`src/rtl/mips_pkg.sv`:
```
// Shared types and constants for the MIPS instruction-fetch slice.
package mips_pkg;

    localparam logic [31:0] NOP_INSTR = 32'h0;
    localparam logic [31:0] PC_STEP   = 32'd4;

    typedef enum logic {
        FETCH,
        DRAIN
    } fetch_state_t;

    typedef struct packed {
        logic [31:0] pc;
        logic [31:0] instr;
    } fetch_entry_t;

endpackage

```
`src/rtl/fetch_fifo.sv`:
```
// In-order instruction queue: synchronous FIFO with flush, registered head and no bypass.
module fetch_fifo #(
    parameter int unsigned DEPTH = 4,
    parameter int unsigned WIDTH = 64
) (
    input  logic                     clk_i,
    input  logic                     rst_ni,
    input  logic                     i_push,
    input  logic [WIDTH-1:0]         i_wdata,
    input  logic                     i_pop,
    input  logic                     i_flush,
    output logic [WIDTH-1:0]         o_rdata,
    output logic [$clog2(DEPTH):0]   o_count,
    output logic                     o_empty,
    output logic                     o_full
);

    localparam int unsigned AW = $clog2(DEPTH);
    localparam int unsigned CW = AW + 1;

    logic [WIDTH-1:0] r_mem [DEPTH];
    logic [AW-1:0]    r_wr_ptr;
    logic [AW-1:0]    r_rd_ptr;
    logic [CW-1:0]    r_count;
    logic             w_do_push;
    logic             w_do_pop;

    assign o_empty   = (r_count == '0);
    assign o_full    = (r_count == CW'(DEPTH));
    assign w_do_pop  = i_pop && !o_empty;
    // A pop frees the slot being written, so push is accepted even when full.
    assign w_do_push = i_push && (!o_full || w_do_pop);
    assign o_rdata   = r_mem[r_rd_ptr];
    assign o_count   = r_count;

    always_ff @(posedge clk_i) begin
        if (w_do_push && !i_flush) begin
            r_mem[r_wr_ptr] <= i_wdata;
        end
    end

    always_ff @(posedge clk_i) begin
        if (!rst_ni || i_flush) begin
            r_wr_ptr <= '0;
            r_rd_ptr <= '0;
            r_count  <= '0;
        end else begin
            if (w_do_push) begin
                r_wr_ptr <= r_wr_ptr + AW'(1);
            end
            if (w_do_pop) begin
                r_rd_ptr <= r_rd_ptr + AW'(1);
            end
            if (w_do_push && !w_do_pop) begin
                r_count <= r_count + CW'(1);
            end else if (w_do_pop && !w_do_push) begin
                r_count <= r_count - CW'(1);
            end
        end
    end

endmodule

```
`src/rtl/mips_fetch_unit.sv`:
```
// Decoupled IF stage: PC generation, credit-limited imem requests, in-order queue to IF/ID.
module mips_fetch_unit
    import mips_pkg::*;
#(
    parameter int unsigned DEPTH    = 4,
    parameter logic [31:0] RESET_PC = 32'h0
) (
    input  logic        clk_i,
    input  logic        rst_ni,
    input  logic        stall_i,
    input  logic        redirect_i,
    input  logic [31:0] redirect_pc_i,
    output logic        imem_req_o,
    output logic [31:0] imem_addr_o,
    input  logic        imem_gnt_i,
    input  logic        imem_rvalid_i,
    input  logic [31:0] imem_rdata_i,
    output logic        inst_valid_o,
    output logic [31:0] inst_o,
    output logic [31:0] pc_o,
    output logic [31:0] pc4_o
);

    localparam int unsigned AW = $clog2(DEPTH);
    localparam int unsigned CW = AW + 1;
    localparam int unsigned SW = CW + 1;
    localparam logic [SW-1:0] DEPTH_W = SW'(DEPTH);

    fetch_state_t r_state, w_state_next;
    logic          r_run;
    logic [31:0]   r_fetch_pc;
    logic [31:0]   r_resp_pc;
    logic [CW-1:0] r_outstanding;
    logic [CW-1:0] w_outstanding_next;
    logic [SW-1:0] w_inflight;
    logic          w_xfer;
    logic          w_push;
    logic          w_pop;
    logic [CW-1:0] w_count;
    logic          w_empty;
    logic          w_full;
    fetch_entry_t  w_head;
    fetch_entry_t  w_wentry;

    assign w_inflight  = {1'b0, w_count} + {1'b0, r_outstanding};
    // r_run keeps the request low for the first cycle out of reset.
    assign imem_req_o  = r_run && (r_state == FETCH) && (w_inflight < DEPTH_W);
    assign imem_addr_o = r_fetch_pc;
    assign w_xfer      = imem_req_o && imem_gnt_i;
    assign w_outstanding_next = r_outstanding + CW'(w_xfer) - CW'(imem_rvalid_i);
    assign w_wentry    = '{pc: r_resp_pc, instr: imem_rdata_i};

    always_comb begin
        w_state_next = r_state;
        w_push       = 1'b0;
        w_pop        = inst_valid_o && !stall_i && !redirect_i;
        unique case (r_state)
            FETCH: begin
                w_push = imem_rvalid_i && !redirect_i;
                // outstanding doubles as the drop counter while draining.
                if (redirect_i && (w_outstanding_next != '0)) begin
                    w_state_next = DRAIN;
                end
            end
            DRAIN: begin
                if (w_outstanding_next == '0) begin
                    w_state_next = FETCH;
                end
            end
            default: w_state_next = FETCH;
        endcase
    end

    always_ff @(posedge clk_i) begin
        if (!rst_ni) begin
            r_state <= FETCH;
        end else begin
            r_state <= w_state_next;
        end
    end

    always_ff @(posedge clk_i) begin
        if (!rst_ni) begin
            r_run         <= 1'b0;
            r_fetch_pc    <= RESET_PC;
            r_resp_pc     <= RESET_PC;
            r_outstanding <= '0;
        end else begin
            r_run         <= 1'b1;
            r_outstanding <= w_outstanding_next;
            if (redirect_i) begin
                r_fetch_pc <= redirect_pc_i;
                r_resp_pc  <= redirect_pc_i;
            end else begin
                if (w_xfer) begin
                    r_fetch_pc <= r_fetch_pc + PC_STEP;
                end
                if (w_push) begin
                    r_resp_pc <= r_resp_pc + PC_STEP;
                end
            end
        end
    end

    fetch_fifo #(
        .DEPTH (DEPTH),
        .WIDTH (64)
    ) u_fifo (
        .clk_i   (clk_i),
        .rst_ni  (rst_ni),
        .i_push  (w_push),
        .i_wdata (w_wentry),
        .i_pop   (w_pop),
        .i_flush (redirect_i),
        .o_rdata (w_head),
        .o_count (w_count),
        .o_empty (w_empty),
        .o_full  (w_full)
    );

    assign inst_valid_o = !w_empty;
    assign inst_o       = inst_valid_o ? w_head.instr : NOP_INSTR;
    assign pc_o         = inst_valid_o ? w_head.pc : '0;
    assign pc4_o        = inst_valid_o ? (w_head.pc + PC_STEP) : '0;

    logic w_unused;
    assign w_unused = w_full;

endmodule

```
`config.mk`:
```
export PLATFORM = sky130hd
export DESIGN_NAME = mips_fetch_unit
export DESIGN_NICKNAME = d
export VERILOG_FILES = /design/src/rtl/mips_pkg.sv /design/src/rtl/fetch_fifo.sv /design/src/rtl/mips_fetch_unit.sv
export SDC_FILE = /design/constraint.sdc
export NUM_CORES = 1
export LEC_CHECK = 0
export CORE_MARGIN = 5
export CORE_UTILIZATION = 45
export CTS_CLUSTER_DIAMETER = 30
export DETAILED_ROUTE_END_ITERATION = 7
export DONT_BUFFER_PORTS = 1
export PLACE_DENSITY = 0.73
export SKIP_CTS_REPAIR_TIMING = 1
export SYNTH_ARGS = -nofsm -noshare
export SYNTH_HDL_FRONTEND = slang
export SYNTH_HIERARCHICAL = 1
export SYNTH_SLANG_ARGS = --single-unit
```
`constraint.sdc`:
```
create_clock -name clk_i -period 7.74 [get_ports clk_i]
set_clock_uncertainty 0.2 [all_clocks]
set_input_delay 1.548 -clock clk_i [delete_from_list [all_inputs] [get_ports clk_i]]
set_output_delay 1.548 -clock clk_i [all_outputs]
set_load 0.02 [all_outputs]
```
==> metrics.yaml <==
final_layout:
  multi_input_area_um2: 4860
  fillCellCount: 2559
  synthToLayoutAreaGrowth_pct: 16.1
  final_core_util_pct: 53.0
  final_nets: 1114
  antenna_cells: 0
  drive_gt1_share_pct: 17.7
  register_area_um2: 9260
pwr:
  power_mw: 4.94
  powerDensity_nw_per_um2: 294
  leakage_nw: 5.39
  ir_worst_vdd_mv: 0.200
cts:
  clockBufferDepth: 3
  numCtsBuffers: 57
  path_clk_slew_ns: 0.05
  htree_levels: 2
  cts_tree: "done"
  clock_latency_ns: 0.57
  clock_sinks: 334
  cts_root_buffer: "clkbuf_16"
critical_path:
  cp_num_buf_inv: 0
  cp.arrival_ns: 3.87
  crit_required_ns: 5.99
  crit_family: "simple AND/OR/NAND/NOR gates"
  critPathMaxStageDelay_ns: 0.97
  cp-start-kind: "flop"
  path_cells: "mux4_2 > nand4_2 > or4b_4 > nor4_1 > nand3_1 > mux2_2"
  crit_type: "reg2out"
  critPathSlowestCell: "dfxtp_4"
  cp-end-kind: "output port"
  cp_max_fo: 47
drt:
  drt-vias-per-instance: 5.77
  first_iter_violations: 608
  post-route-drc-count: 0
  wl_per_cell_um: 22.1
  drtPass1Iterations: 7
  wl_um: 32700
  vias: 8546
  postRouteAntennaNets: 0
job:
  maxCapViolCount: 0
floorplan:
  rows: 65
  initial_core_util_pct: 45.7
  die-area_um2: 35900
  pin_count: 200
  coreArea_um2: 31700
  fp.dieH_um: 189
  die_width_um: 189
grt:
  grt_max_degree: 81
  track_usage_pct: 17.9
  grt-ovfl-total: 0
  grt_pass1_vias: 8651
  antenna_found_initial: 0
  grt_pass1_wl_um: 50600
place:
  io_buffer_count: 0
  hpwl_um: 20900
  finalWeightedCongestion: 0.823
timing:
  finalSetupViolations: 0
  rsz0062_at_grt: "no"
  max_freq_mhz: 178
  slew_headroom_pct: 21.4
  slew_violations: 0
  hold_violations: 0
  period_needed_ns: 5.62
  worst_pin_slew_ns: 1.17
  post-route-period-util_pct: 72.6
logic_synthesis:
  syn_nets: 1095
  synth_area_um2: 14500
  yosys_warnings: 6
  syn_inst: 1011
  avgSynthCellArea_um2: 14.3
min_path:
  min_path_type: "reg2reg"
outcome:
  outcome: "complete, no violations"
## tightest hold or removal path: cells and delay by family, from the launching register on
family | cells | cell delay (ns)
AND/OR/NAND/NOR | 1 | 0.06
AO/OA/AOI/OAI | 1 | 0.07
flip-flops | 1 | 0.34
## per-layer routing
metal | vias to the layer above | GRT usage [%] | wire length, um
li1 | 3907 | - | -
met1 | 4235 | 24.0 | 13700
met2 | 357 | 28.4 | 15100
met3 | 47 | 6.03 | 3310
met4 | 0 | 4.37 | 506
met5 | - | 0 | 0
## final cells by class
cell class | count | share of cell area [%]
sequential | 334 | 55.0
multi-input combinational | 602 | 28.9
clock buffer | 64 | 8.69
clock inverter | 44 | 3.38
tap | 402 | 2.99
inverter | 25 | 0.558
timing repair buffer | 10 | 0.446
## state kept, by name, summed over array words and instances, names as in the netlist, named ones only
register         count
imem_addr_o         32
r_outstanding        3
r_resp_pc           32
r_run                1
r_state              1
u_fifo/o_count       3
u_fifo/r_mem       256
u_fifo/r_rd_ptr      2
u_fifo/r_wr_ptr      2
## final timing paths
| path | startpoint | endpoint | slack [ns] | depth (start not counted) |
|---|---|---|---|---|
| max reg2reg | u_fifo/o_count[1]$_SDFFE_PP0P_ | u_fifo/o_count[2]$_SDFFE_PP0P_ | 3.81 | 13 |
| min reg2reg | r_resp_pc[0]$_SDFFE_PN0P_ | r_resp_pc[0]$_SDFFE_PN0P_ | 0.32 | 2 |
| min | r_resp_pc[0]$_SDFFE_PN0P_ | r_resp_pc[0]$_SDFFE_PN0P_ | 0.32 | 2 |
| max | flop | pc4_o[29] | 2.12 | 6 |
## cell usage in the layout, fill, tap and decap left out, drive strengths merged, types with 2 or more instances in the layout
cell type and instances:
ha 12, clkbuf 64, nor3b 5, a31oi 9
clkinvlp 8, bufinv 10, and2 7, edfxtp 256
xor2 40, mux2 5, buf 10, xnor2 33
mux4 64, a21boi 6, dfxtp 78, nor2 51
a21oi 47, clkinv 19, and3 13, or4b 2
nand3 38, or4 5, inv 32, and4 9
nand2b 3, nor3 15, nor4 16, o31ai 3
mux2i 6, or3 6, nand2 52, fa 2
nor2b 64, nand4 32, o21ai 48
## per-stage QoR
step	hold slack, ns	cells	setup slack (ns)	setup TNS, ns	instance area [um2]
floorplan	0.260	1011	-0.295	-73.04	14500
global placement	0.296	1373	2.62	0	14800
detailed placement	0.317	1373	2.57	0	14800
CTS	0.323	1481	1.98	0	16800
global route	0.336	1481	1.77	0	16800
finish	0.318	1481	2.12	0	16800
## power breakdown
group / internal [mW] / switching (mW)
Clock: 1.71 / 0.877
Combinational: 0.0911 / 0.203
Sequential: 1.99 / 0.0764
(Power assumes the default switching activity.)
